**src/rtl/shift_pkg.sv**
```systemverilog
// Shared types and defaults for the shift command issuer and its barrel_shifter.
package shift_pkg;

  localparam int DATA_W_DEF  = 4;
  localparam int SHIFT_W_DEF = 2;

  localparam logic DIR_LEFT  = 1'b0;
  localparam logic DIR_RIGHT = 1'b1;

  typedef struct packed {
    logic [DATA_W_DEF-1:0]  data;
    logic [SHIFT_W_DEF-1:0] shift;
    logic                   dir;
  } shift_cmd_t;

endpackage

```
**src/rtl/sync_fifo.sv**
```systemverilog
// Synchronous FIFO with registered storage and fall-through head.
// Depth need not be a power of two: pointers wrap explicitly.
module sync_fifo #(
  parameter int WIDTH = 8,
  parameter int DEPTH = 4
) (
  input  logic                     clk,
  input  logic                     rst_n,
  input  logic                     push,
  input  logic [WIDTH-1:0]         wdata,
  input  logic                     pop,
  output logic [WIDTH-1:0]         rdata,
  output logic [$clog2(DEPTH):0]   count,
  output logic                     full,
  output logic                     empty
);

  localparam int PTR_W = (DEPTH > 1) ? $clog2(DEPTH) : 1;
  localparam int CNT_W = $clog2(DEPTH) + 1;

  logic [WIDTH-1:0] mem [DEPTH];
  logic [PTR_W-1:0] wr_ptr, rd_ptr;
  logic             do_push, do_pop;

  function automatic logic [PTR_W-1:0] ptr_inc(input logic [PTR_W-1:0] p);
    return (p == PTR_W'(DEPTH - 1)) ? '0 : p + 1'b1;
  endfunction

  assign full    = (count == CNT_W'(DEPTH));
  assign empty   = (count == '0);
  assign do_push = push & ~full;
  assign do_pop  = pop & ~empty;
  assign rdata   = mem[rd_ptr];

  // Storage write; contents need no reset since count gates visibility.
  always_ff @(posedge clk) begin
    if (do_push) mem[wr_ptr] <= wdata;
  end

  // Pointer and occupancy bookkeeping.
  always_ff @(posedge clk or negedge rst_n) begin
    if (!rst_n) begin
      wr_ptr <= '0;
      rd_ptr <= '0;
      count  <= '0;
    end else begin
      if (do_push) wr_ptr <= ptr_inc(wr_ptr);
      if (do_pop)  rd_ptr <= ptr_inc(rd_ptr);
      case ({do_push, do_pop})
        2'b10:   count <= count + 1'b1;
        2'b01:   count <= count - 1'b1;
        default: count <= count;
      endcase
    end
  end

endmodule

```
**src/rtl/shift_cmd_issuer.sv**
```systemverilog
// Feeds buffered shift commands into an unhandshaked barrel_shifter and
// collects its results in order behind a valid/ready port. Issue is gated by
// a credit check so the result FIFO can never overflow.
module shift_cmd_issuer
  import shift_pkg::*;
#(
  parameter int DATA_W    = DATA_W_DEF,
  parameter int SHIFT_W   = SHIFT_W_DEF,
  parameter int DEPTH     = 4,
  parameter int SHIFT_LAT = 1
) (
  input  logic               clk,
  input  logic               rst_n,
  input  logic               in_valid,
  output logic               in_ready,
  input  logic [DATA_W-1:0]  in_data,
  input  logic [SHIFT_W-1:0] in_shift,
  input  logic               in_dir,
  output logic [DATA_W-1:0]  sh_data,
  output logic [SHIFT_W-1:0] sh_shift,
  output logic               sh_dir,
  output logic               sh_issue,
  input  logic [DATA_W-1:0]  sh_result,
  output logic               out_valid,
  input  logic               out_ready,
  output logic [DATA_W-1:0]  out_result,
  output logic [DATA_W-1:0]  out_data,
  output logic [SHIFT_W-1:0] out_shift,
  output logic               out_dir
);

  // Result FIFO must cover everything that can be in the tag pipe plus one
  // entry being drained.
  localparam int RDEPTH = SHIFT_LAT + 2;
  localparam int CW     = $clog2(DEPTH) + 1;
  localparam int RCW    = $clog2(RDEPTH) + 1;
  localparam int CRW    = RCW + 1;

  typedef struct packed {
    logic [DATA_W-1:0]  data;
    logic [SHIFT_W-1:0] shift;
    logic               dir;
  } cmd_t;

  typedef struct packed {
    logic [DATA_W-1:0] result;
    cmd_t              cmd;
  } res_t;

  // Command FIFO
  cmd_t          cmd_wr, cmd_head;
  logic          cmd_push, cmd_pop, cmd_full, cmd_empty;
  logic [CW-1:0] cmd_count;

  // Result FIFO
  res_t           res_wr, res_head;
  logic           res_push, res_pop, res_full, res_empty;
  logic [RCW-1:0] res_count;

  // Tag pipeline: stage i holds the command issued i+1 edges ago.
  logic [SHIFT_LAT:0] tag_vld;
  cmd_t               tag_cmd [SHIFT_LAT+1];

  logic [CRW-1:0] inflight, credit_used;
  logic           issue;

  // Occupancy bits the issuer does not consume directly.
  logic unused_fifo_bits;
  assign unused_fifo_bits = ^{cmd_count, res_full};

  assign in_ready = ~cmd_full;
  assign cmd_push = in_valid & in_ready;
  assign cmd_wr   = '{data: in_data, shift: in_shift, dir: in_dir};
  assign cmd_pop  = issue;

  sync_fifo #(.WIDTH($bits(cmd_t)), .DEPTH(DEPTH)) u_cmd_fifo (
    .clk   (clk),
    .rst_n (rst_n),
    .push  (cmd_push),
    .wdata (cmd_wr),
    .pop   (cmd_pop),
    .rdata (cmd_head),
    .count (cmd_count),
    .full  (cmd_full),
    .empty (cmd_empty)
  );

  // Credit check. A result leaving this edge frees its slot immediately,
  // which is what sustains one command per cycle with out_ready held high.
  always_comb begin
    inflight = '0;
    for (int i = 0; i <= SHIFT_LAT; i++) inflight = inflight + CRW'(tag_vld[i]);
    credit_used = inflight + CRW'(res_count) - CRW'(res_pop);
    issue       = ~cmd_empty & (credit_used < CRW'(RDEPTH));
  end

  // Drive the shifter inputs; they hold their last value while idle.
  always_ff @(posedge clk or negedge rst_n) begin
    if (!rst_n) begin
      sh_data  <= '0;
      sh_shift <= '0;
      sh_dir   <= 1'b0;
      sh_issue <= 1'b0;
    end else begin
      sh_issue <= issue;
      if (issue) begin
        sh_data  <= cmd_head.data;
        sh_shift <= cmd_head.shift;
        sh_dir   <= cmd_head.dir;
      end
    end
  end

  // Tag pipeline mirrors the shifter's latency plus the issue register.
  always_ff @(posedge clk or negedge rst_n) begin
    if (!rst_n) begin
      tag_vld <= '0;
      for (int i = 0; i <= SHIFT_LAT; i++) tag_cmd[i] <= '0;
    end else begin
      tag_vld[0] <= issue;
      tag_cmd[0] <= cmd_head;
      for (int i = 1; i <= SHIFT_LAT; i++) begin
        tag_vld[i] <= tag_vld[i-1];
        tag_cmd[i] <= tag_cmd[i-1];
      end
    end
  end

  assign res_push = tag_vld[SHIFT_LAT];
  assign res_wr   = '{result: sh_result, cmd: tag_cmd[SHIFT_LAT]};
  assign res_pop  = out_valid & out_ready;

  sync_fifo #(.WIDTH($bits(res_t)), .DEPTH(RDEPTH)) u_res_fifo (
    .clk   (clk),
    .rst_n (rst_n),
    .push  (res_push),
    .wdata (res_wr),
    .pop   (res_pop),
    .rdata (res_head),
    .count (res_count),
    .full  (res_full),
    .empty (res_empty)
  );

  // Output head is forced to zero when empty so stale storage never shows.
  assign out_valid  = ~res_empty;
  assign out_result = out_valid ? res_head.result    : '0;
  assign out_data   = out_valid ? res_head.cmd.data  : '0;
  assign out_shift  = out_valid ? res_head.cmd.shift : '0;
  assign out_dir    = out_valid ? res_head.cmd.dir   : 1'b0;

endmodule

```
**config.mk**
```make
export PLATFORM = sky130hd
export DESIGN_NAME = shift_cmd_issuer
export DESIGN_NICKNAME = d
export VERILOG_FILES = /design/src/rtl/shift_pkg.sv /design/src/rtl/sync_fifo.sv /design/src/rtl/shift_cmd_issuer.sv
export SDC_FILE = /design/constraint.sdc
export NUM_CORES = 1
export LEC_CHECK = 0
export BUFFER_PORTS_ARGS = -buffer_cell sky130_fd_sc_hd__buf_2
export CAP_MARGIN = 20
export CORE_MARGIN = 5
export CORE_UTILIZATION = 63
export CTS_CLUSTER_SIZE = 24
export DETAILED_ROUTE_END_ITERATION = 8
export PLACE_DENSITY = 0.9
export SLEW_MARGIN = 20
export SYNTH_ARGS = -nofsm -noshare
export SYNTH_HDL_FRONTEND = slang
export SYNTH_HIERARCHICAL = 1
export SYNTH_SLANG_ARGS = --single-unit
```
**constraint.sdc**
```tcl
create_clock -name clk -period 7.55 [get_ports clk]
set_input_delay 0.3775 -clock clk [delete_from_list [all_inputs] [get_ports clk]]
set_output_delay 0.3775 -clock clk [all_outputs]
set_load 0.02 [all_outputs]
```
After elaboration in Yosys (flattened, before gate mapping)
Memories as Yosys holds them, arrays and structs flattened.
Index checks and enable logic that the tools add are counted.
{"block": "op_classes", "add_sub_neg": 11, "n_mul": 0, "div_mod_pow": 0, "magnitude_cmp": 1, "n_eq_ne": 10, "shifts": 0, "mux": 14, "bitwise": 11, "reduce_logical": 4}
{"cell": "$eq 2x2->1 const B", "n": 6}
{"cell": "$pmux 3 s2", "n": 2}
{"cell": "$mux 2", "n": 5}
{"cell": "$add 2x1->2 const B", "n": 4}
{"cell": "$mux 4", "n": 2}
{"cell": "$and 1x1->1", "n": 7}
{"cell": "$add 3x1->3 const B", "n": 2}
{"cell": "$logic_not 3->1", "n": 2}
{"cell": "$sub 3x1->3 const B", "n": 2}
{"cell": "$mux 1", "n": 5}
{"cell": "$add 2x3->4", "n": 1}
{"cell": "$eq 2x1->1 const B", "n": 2}
{"cell": "$lt 4x2->1 const B", "n": 1}
{"cell": "$not 1->1", "n": 4}
{"cell": "$reduce_bool 2->1", "n": 2}
{"cell": "$sub 4x1->4", "n": 1}
{"cell": "$eq 3x2->1 const B", "n": 1}
{"cell": "$eq 3x3->1 const B", "n": 1}
{"cell": "$add 1x1->2", "n": 1}
{"block": "word_totals", "ff_bits": 38, "latch_bits": 0, "mem_bits_rw": 61, "mem_bits_ro": 0, "input_bits": 15, "out_inout_bits": 21, "elab_cells": 70, "mem_count": 2}
{"memory": "u_res_fifo.mem", "depth": 3, "width": 11, "rd": 1, "rd_clocked_by_memory_dff": 0, "wr": 1, "line": "sync_fifo.sv:21", "rtl": "logic [WIDTH-1:0] mem [DEPTH];"}
{"memory": "u_cmd_fifo.mem", "depth": 4, "width": 7, "rd": 1, "rd_clocked_by_memory_dff": 0, "wr": 1, "line": "sync_fifo.sv:21"}

Logic depth before layout (Yosys ltp)
Gate-level depths: netlist of run 1.
{"block": "depth", "depth_word": 9, "depth_mapped": 18, "ltp_nobuf": 16}

Modules after synthesis
Netlist of run 1, hierarchy kept.
{"mod": "sync_fifo (u_res_fifo)", "n_inst": 1, "cells_per_inst": 103, "area_per_inst_um2": 1597.8, "seq_area_each_um2": 1166.1}
{"mod": "sync_fifo (u_cmd_fifo)", "n_inst": 1, "cells_per_inst": 77, "area_per_inst_um2": 1490.2, "seq_area_each_um2": 1016.0}
{"mod": "shift_cmd_issuer", "n_inst": 1, "cells_per_inst": 66, "area_per_inst_um2": 937.1, "seq_area_each_um2": 575.6}

Worst setup path after synthesis of run 1
OpenSTA, ideal clock, no wires.
{"block": "synth_path", "path_type": "flip-flop to flip-flop", "start": "register u_res_fifo.count[1]", "end": "register u_cmd_fifo.count[2]", "setup_time_ns": 0.079, "arrival_ns": 3.867, "required_time_ns": 7.471, "slack_ns": 3.604, "stages_incl_launch_ff": 19, "n_path_buf": 2, "period_less_slack_ns": 3.946, "cell_sequence": "dfrtp_1 > nor3_1 > clkbuf_1 > nor2b_1 > ha_1 > fa_1 > fa_1 > xnor2_1 > nor3_1 > and3_1 > buf_6 > nand2b_4 > inv_1 > ha_1 > inv_1 > fa_1 > xor2_1 > nor2_1 > xor2_1"}
{"block": "synth_via", "elab_chain_cells": 9, "word_cells_on_any_way": 12, "cone_classes": "2 x add/sub; 1 x order compare; 2 x eq/ne; 1 x mux; 4 x bitwise; 2 x reduce/logical"}
{"item": "from (decl)", "line": "sync_fifo.sv:13", "rtl": "output logic [$clog2(DEPTH):0] count,"}
{"item": "from (signal assigned)", "line": "sync_fifo.sv:50", "rtl": "2'b10: count <= count + 1'b1;"}
{"item": "from (signal assigned)", "line": "sync_fifo.sv:51", "rtl": "2'b01: count <= count - 1'b1;"}
{"item": "from (signal assigned)", "line": "sync_fifo.sv:52", "rtl": "default: count <= count;"}
{"item": "$logic_not 3->1 *", "line": "sync_fifo.sv:30", "rtl": "assign empty = (count == '0);"}
{"item": "via res_empty", "line": "shift_cmd_issuer.sv:57", "rtl": "logic res_push, res_pop, res_full, res_empty;"}
{"item": "$not 1->1 *", "line": "shift_cmd_issuer.sv:146", "rtl": "assign out_valid = ~res_empty;"}
{"item": "$and 1x1->1 *", "line": "shift_cmd_issuer.sv:131", "rtl": "assign res_pop = out_valid & out_ready;"}
{"item": "via res_pop", "line": "shift_cmd_issuer.sv:57"}
{"item": "$sub 4x1->4 *", "line": "shift_cmd_issuer.sv:93", "rtl": "credit_used = inflight + CRW'(res_count) - CRW'(res_pop);"}
{"item": "$lt 4x2->1 *", "line": "shift_cmd_issuer.sv:94", "rtl": "issue = ~cmd_empty & (credit_used < CRW'(RDEPTH));"}
{"item": "$and 1x1->1 *", "line": "shift_cmd_issuer.sv:94"}
{"item": "via cmd_pop", "line": "shift_cmd_issuer.sv:52", "rtl": "logic cmd_push, cmd_pop, cmd_full, cmd_empty;"}
{"item": "$and 1x1->1 *", "line": "sync_fifo.sv:32", "rtl": "assign do_pop = pop & ~empty;"}
{"item": "via u_cmd_fifo.do_pop", "line": "sync_fifo.sv:23", "rtl": "logic do_push, do_pop;"}
{"item": "$eq 2x1->1 / $eq 2x2->1 (equally long branches)", "line": "sync_fifo.sv:49", "rtl": "case ({do_push, do_pop})"}
{"item": "$pmux 3 s2 / $reduce_bool 2->1 (equally long branches)"}
{"item": "to (signal assigned)", "line": "sync_fifo.sv:50"}
{"item": "to (signal assigned)", "line": "sync_fifo.sv:51"}
{"item": "to (signal assigned)", "line": "sync_fifo.sv:52"}
{"item": "to (decl)", "line": "sync_fifo.sv:13"}
Mark *: on every way through the listed nets, which the timed path passes. The rest lies on a longest branch.
A chain may end at the register's enable or synchronous reset.

Final worst setup path of run 1
{"block": "layout_path", "start": "register u_res_fifo.count[1]", "end": "register u_cmd_fifo.count[2]"}
{"block": "layout_via", "elab_chain_cells": 9, "word_cells_on_any_way": 12, "cone_classes": "2 x add/sub; 1 x order compare; 2 x eq/ne; 1 x mux; 4 x bitwise; 2 x reduce/logical"}
{"item": "$logic_not 3->1 *", "line": "sync_fifo.sv:30"}
{"item": "via res_empty", "line": "shift_cmd_issuer.sv:57"}
{"item": "$not 1->1 *", "line": "shift_cmd_issuer.sv:146"}
{"item": "$and 1x1->1 *", "line": "shift_cmd_issuer.sv:131"}
{"item": "via res_pop", "line": "shift_cmd_issuer.sv:57"}
{"item": "$sub 4x1->4 *", "line": "shift_cmd_issuer.sv:93"}
{"item": "$lt 4x2->1 *", "line": "shift_cmd_issuer.sv:94"}
{"item": "$and 1x1->1 *", "line": "shift_cmd_issuer.sv:94"}
{"item": "$and 1x1->1 *", "line": "sync_fifo.sv:32"}
{"item": "via u_cmd_fifo.do_pop", "line": "sync_fifo.sv:23"}
{"item": "$eq 2x1->1 / $eq 2x2->1 (equally long branches)", "line": "sync_fifo.sv:49"}
{"item": "$pmux 3 s2 / $reduce_bool 2->1 (equally long branches)"}
Marks and branches as above.

==> run_results.csv, run 1 <==
group,metric,value,unit
synthesis,netlist_area,4025,sq um
route,viasPerCell,5.366,
synthesis,synth_top_area_share,45.51,%
layout,diodes,0,
global_route,first_global_vias,2080,
setup_path,worst_setup_path_start_kind,"flip-flop",
setup_path,arrival,4550,ps
clock_tree,clk_path_buf_depth,2,
die,initial_utilization,64.12,%
die,die_area,8087,sq um
synthesis,synth_seq_area_share,68.51,%
timing,layout_setup_ws,3276,ps
timing,worstMarginPinSlew,819.1,ps
synthesis,synth_edf_count,61,
layout,fin_cells,369,
layout,final_nets,316,
place,dp.cells,353,
place,port_buffers,35,
timing,skew,7.259,ps
timing,max_freq,234.0,MHz
synthesis,yosys_warnings,6,
clock_tree,htree_levels,3,
route,met1Wirelength,2572,um
timing,hold_slack,103.3,ps
synthesis,synth_area_leader_cell,"edfxtp_1",
route,top_layer,"met4",
synthesis,synthTopCellsByArea,"edfxtp_1 46%, dfrtp_1 23%, mux4_2 3.9%",
setup_path,critPathMaxStageDelay,550,ps
clock_tree,cts_hold_buf,0,
die,core,6277,sq um
route,routed_wl,6155,um
clock_tree,cts.sinks,98,
synthesis,synth_ff_type,"edfxtp_1",
pwr,peakVddDrop,0.0002893,V
route,first_pass_iters,4,
route,routedWlPerCell,16.68,um
place,dp_slack,3307,ps
layout,areaGrowthSynthToFinish,11.25,%
place,routabilityCongestion,0.7650,
route,drt_iter0_drc,109,
route,drc_errors,0,
synthesis,syn_area_per_cell,16.36,sq um
pwr,power_density,451.6,nW/um^2
global_route,gr-total-overflow,0,
route,dr_wl_met2,3237,um
clock_tree,clk_pin_slew_worst_paths,100,ps
setup_path,r2r_end,"u_cmd_fifo/count[2]",
setup_path,cp_num_buf_inv,3,
die,die_h,89.93,um
timing,rsz0062_at_grt,"false",
timing,maxSlewViolCount,0,
die,boundaryPins,36,
clock_tree,cts_root_buffer,"clkbuf_8",
pwr,leakage,1.830,nW
clock_tree,cts_tree,"done",
status,run_status,"completed",
setup_path,end_kind,"flip-flop",
setup_path,path_class,"reg -> reg",
worst_hold_path,min_path_type,"in -> async",
setup_path,reg2regPathDepth,17,
clock_tree,cts_resized,0,
setup_path,rr_startpoint,"u_res_fifo/count[1]",
global_route,grt_pass1_wl,10120,um
setup_path,cp_max_fo,13,
timing,min_period_over_period,56.61,%
timing,fin_crit,4274,ps
clock_tree,numCtsBuffers,9,
setup_path,crit_family,"adder cells",
global_route,grt.total_usage,15.99,%
route,num_vias,1980,
timing,setup_tns,0,ps
synthesis,synth_cell_type_count,36,
synthesis,synth-seq-cells,98,
synthesis,async_reset_ff_share,37.76,%
flow_run,max-cap-violations,0,
setup_path,required,7830,ps
timing,setup_violations,0,
layout,drive_gt1_share,29.11,%
route,wl_met3,287,um
synthesis,synth_nets,275,
clock_tree,clkLatencyLatePin,350,ps
timing,hold_viol_final,0,
synthesis,synthCells,246,
die,rows,29,
global_route,grt_max_degree,38,
timing,slew_headroom,45.39,%
setup_path,ff2ff_setup_slack,3280,ps
global_route,antenna_found_initial,0,
place,hpwl,4352,um
clock_tree,cts_setup_buffers,0,
route,ant_nets,0,
setup_path,cp_cell_sequence,"nor3_1, buf_4, nor2b_1, ha_1, fa_1, fa_1, xnor2_1, nor3_1, and3_1, nand2b_4, inv_1, ha_1, inv_1, fa_1, xor2_1, nor2_1, xor2_1",
setup_path,crit_top_cell,"fa_1",
die,die_w,89.93,um
setup_path,cp_slowest_cell,"and3_1",
[registers in the layout, indices dropped and copies added, names as in the netlist]
register / flops
res_wr: 7
sh_data: 4
sh_dir: 1
sh_shift: 2
tag_cmd: 7
tag_vld: 2
u_cmd_fifo/count: 3
u_cmd_fifo/mem: 28
u_cmd_fifo/rd_ptr: 2
u_cmd_fifo/wr_ptr: 2
u_res_fifo/count: 3
u_res_fifo/mem: 33
u_res_fifo/rd_ptr: 2
u_res_fifo/wr_ptr: 2
[cells by family after synthesis]
kind of cell | share of synthesized area [%]
compound gates | 2.393
xor+xnor | 1.523
fa+ha+maj | 5.098
buf+inv | 2.860
flops | 68.51
mux | 11.44
simple gates | 8.176
[worst max-delay path by stage]
stage | from | endpoint | slack, ps | depth (start not counted)
finish | u_res_fifo/count[1] | u_cmd_fifo/count[2] | 3280 | 17
global route | u_res_fifo/count[1] | u_cmd_fifo/count[2] | 2950 | 17
CTS | u_res_fifo/count[1] | u_cmd_fifo/count[2] | 3240 | 17
detailed placement | u_res_fifo/count[1] | u_cmd_fifo/count[2] | 3310 | 17
global placement | u_res_fifo/count[1] | u_cmd_fifo/count[2] | 3520 | 17
floorplan | u_res_fifo/count[1] | u_cmd_fifo/count[2] | 3600 | 18
[Yosys cell counts (all sizes together) (5+ instances only)]
library cell / number
edfxtp: 61
nor2b: 14
dfrtp: 37
inv: 19
mux2i: 13
ha: 10
nand2: 12
nor3: 5
mux2: 12
mux4: 7
nor2: 6
o21ai: 13
buf: 5
[through the flow]
step / util (%) / total power, mW / instance area (sq um)
finish: 71.34 / 2.022 / 4478
global route: 71.34 / 2.153 / 4478
CTS: 71.34 / 2.047 / 4478
detailed placement: 68.11 / 1.718 / 4275
global placement: 68.11 / 1.662 / 4275
floorplan: - / 1.524 / 4025
[metal layers]
layer,GRT usage (%),vias up
li1,-,956
met1,20.54,978
met2,26.34,40
met3,4.674,6
met4,5.211,0
met5,0,-
[worst reg2reg max path, cell delays in order, from the launching register on]
cell	delay (ps)
dfrtp_1	480
nor3_1	250
buf_4	230
nor2b_1	90
ha_1	300
fa_1	410
fa_1	400
xnor2_1	140
nor3_1	160
and3_1	550
nand2b_4	110
inv_1	70
ha_1	170
inv_1	60
fa_1	380
xor2_1	150
nor2_1	110
xor2_1	160
[cells in the final DEF (no fill, tap or decap), drive strengths merged, types with 2 or more instances in the layout]
cell	synthesis	routed
xor2	4	4
mux2	12	12
o21ai	13	13
clkbuf	3	10
buf	5	38
mux2i	13	13
and3b	2	2
xnor2	3	3
fa	4	4
nand2	12	12
dfrtp	37	37
nor2b	14	14
nor2	6	6
edfxtp	61	61
a21o	3	3
nor3b	2	2
nand2b	3	3
nor3	5	5
inv	19	23
and2	4	4
mux4	7	7
ha	10	10
[power by group]
| group | internal [mW] | switching, mW |
|---|---|---|
| Sequential | 0.757 | 0.144 |
| Combinational | 0.402 | 0.393 |
| Clock | 0.146 | 0.180 |
| Total | 1.31 | 0.717 |
[final cells by class]
| cell class | count | area [sq um] |
|---|---|---|
| sequential | 98 | 2758 |
| fill | 396 | 1799 |
| multi-input combinational | 121 | 1152 |
| timing repair buffer | 38 | 197.7 |
| clock buffer | 10 | 148.9 |
| tap | 77 | 96.34 |
| inverter | 19 | 71.32 |
| clock inverter | 6 | 53.80 |
(Power assumes the default switching activity.)
==> run 2, diff against run 1 <==
--- a/config.mk
+++ b/config.mk
@@ -8,10 +8,10 @@
 export BUFFER_PORTS_ARGS = -buffer_cell sky130_fd_sc_hd__buf_2
 export CAP_MARGIN = 20
 export CORE_MARGIN = 5
-export CORE_UTILIZATION = 63
+export CORE_UTILIZATION = 58
 export CTS_CLUSTER_SIZE = 24
 export DETAILED_ROUTE_END_ITERATION = 8
-export PLACE_DENSITY = 0.9
+export PLACE_DENSITY = 0.84
 export SLEW_MARGIN = 20
 export SYNTH_ARGS = -nofsm -noshare
 export SYNTH_HDL_FRONTEND = slang
==> constraint.sdc (replaced) <==
create_clock -name clk -period 4.4 [get_ports clk]
set_input_delay 0.22 -clock clk [delete_from_list [all_inputs] [get_ports clk]]
set_output_delay 0.22 -clock clk [all_outputs]
set_load 0.02 [all_outputs]
==> run 2 against run 1 <==
- flip-flop and latch count did not move
- critical path depth did not move
- final cell count rose by 1.4%
- utilization fell by 4.8 points
- highest routed layer unchanged
- sequential share of layout area fell by 0.24 points
- non-clock buffer count rose by 2
==> run_results.csv, run 2 (synthesized netlist as in run 1, its figures left out) <==
group,metric,value,unit
clock_tree,numCtsBuffers,9,
pwr,leakage,1.836,nW
pwr,power_density,771.2,nW/um^2
place,place_area,4287,sq um
global_route,grt.total_usage,15.54,%
die,die_h,93.31,um
clock_tree,cts_hold_buf,1,
setup_path,end_kind,"flip-flop",
route,ant_nets,0,
layout,areaGrowthSynthToFinish,11.69,%
timing,worstMarginPinSlew,806.2,ps
timing,slew_headroom,46.25,%
route,drt_iter0_drc,109,
setup_path,path_class,"reg -> reg",
worst_hold_path,min_path_type,"in -> reg",
layout,drive_gt1_share,29.25,%
timing,maxSlewViolCount,0,
route,viasPerCell,5.294,
route,drc_errors,0,
layout,regMostFlops,"u_res_fifo/mem",
setup_path,worst_setup_path_start_kind,"flip-flop",
setup_path,cp_max_fo,13,
flow_run,max-cap-violations,0,
die,rows,30,
place,hpwl,4258,um
timing,setup_tns,0,ps
timing,setup_violations,0,
layout,largest_register_ffs,33,
layout,final_common_cell,"edfxtp_1",
setup_path,ff2ff_setup_slack,550,ps
route,routedWlPerCell,16.16,um
timing,rsz0062_at_grt,"false",
status,run_status,"completed",
global_route,first_global_vias,2098,
timing,max_freq,259.5,MHz
pwr,peakVddDrop,0.0004097,V
clock_tree,cts.sinks,98,
die,boundaryPins,36,
layout,final_nets,318,
timing,min_period_over_period,87.59,%
place,port_buffers,35,
clock_tree,clk_pin_slew_worst_paths,100,ps
setup_path,arrival,4140,ps
clock_tree,clk_path_buf_depth,2,
timing,fin_crit,3854,ps
clock_tree,cts_setup_buffers,0,
timing,hold_slack,55.49,ps
layout,final_cell_mix,"61 x edfxtp_1, 37 x dfrtp_1, 35 x buf_2",
layout,top_regs,"u_res_fifo/mem: 33 flops, u_cmd_fifo/mem: 28 flops",
global_route,grt_max_degree,38,
route,routed_wl,6043,um
layout,diodes,0,
route,num_vias,1980,
route,first_pass_iters,4,
clock_tree,clkLatencyLatePin,360,ps
die,die_area,8706,sq um
timing,hold_viol_final,0,
layout,final_cell_area,4496,sq um
place,routabilityCongestion,0.7312,
die,core,6756,sq um
timing,skew,7.150,ps
clock_tree,cts_tree,"done",
layout,finish.utilization,66.54,%
clock_tree,htree_levels,3,
global_route,antenna_found_initial,0,
clock_tree,cts_resized,0,
setup_path,required,4680,ps
global_route,gr-total-overflow,0,
die,initial_utilization,59.57,%
clock_tree,cts_root_buffer,"clkbuf_8",
die,die_w,93.31,um
global_route,grt_pass1_wl,10100,um
==> run 2: layer usage <==
layer	global-route usage, %	vias to the layer above	part of all wire (%)
met3	3.701	11	4.9
li1	-	956	-
met1	18.52	964	42
met4	8.547	0	2.1
met5	0	-	0
met2	25.97	49	51
==> run 2: worst paths after layout <==
check,cells after the start,end,from
min in group asynchronous,2,u_res_fifo/rd_ptr[0],rst_n
worst min register to register,0,res_wr[3],tag_cmd[10]
worst max-delay path,17,u_cmd_fifo/count[2],u_res_fifo/count[1]
worst max register to register,17,u_cmd_fifo/count[2],u_res_fifo/count[1]
max in group asynchronous,2,sh_shift[1],rst_n
worst min-delay path,1,u_res_fifo/mem[2][8],sh_result[1]
==> run 2: cell type report <==
cell class / instances / area (sq um)
multi-input combinational: 121 / 1152
timing repair buffer: 40 / 215.2
inverter: 19 / 71.32
sequential: 98 / 2758
fill: 468 / 2261
tap: 80 / 100.1
clock inverter: 6 / 61.31
clock buffer: 10 / 137.6
==> run 2: worst max-delay path: stages, from the launching register on <==
cell and delay, ps:
dfrtp_1 480, nor3_1 210, buf_4 220, nor2b_1 100, ha_1 290, fa_1 410
fa_1 390, xnor2_1 130, nor3_1 150, and3_1 250, nand2b_4 70, inv_1 60
ha_1 170, inv_1 60, fa_1 380, xor2_1 150, nor2_1 110, xor2_1 160
==> run 2: stage by stage <==
stage / worst slack (ps) / std cells / total power, mW
floorplan: 453.9 / 246 / 2.615
global placement: 702.9 / 357 / 2.889
detailed placement: 574.7 / 357 / 2.961
CTS: 541.8 / 374 / 3.519
global route: 313.6 / 374 / 3.707
finish: 546.0 / 374 / 3.467
==> run 2: report_power, final <==
| part | switching, mW | leakage [nW] | internal (mW) | total [mW] |
|---|---|---|---|---|
| clock | 0.319 | 0.0978 | 0.233 | 0.553 |
| combinational | 0.670 | 0.744 | 0.707 | 1.38 |
| sequential | 0.238 | 0.994 | 1.30 | 1.54 |
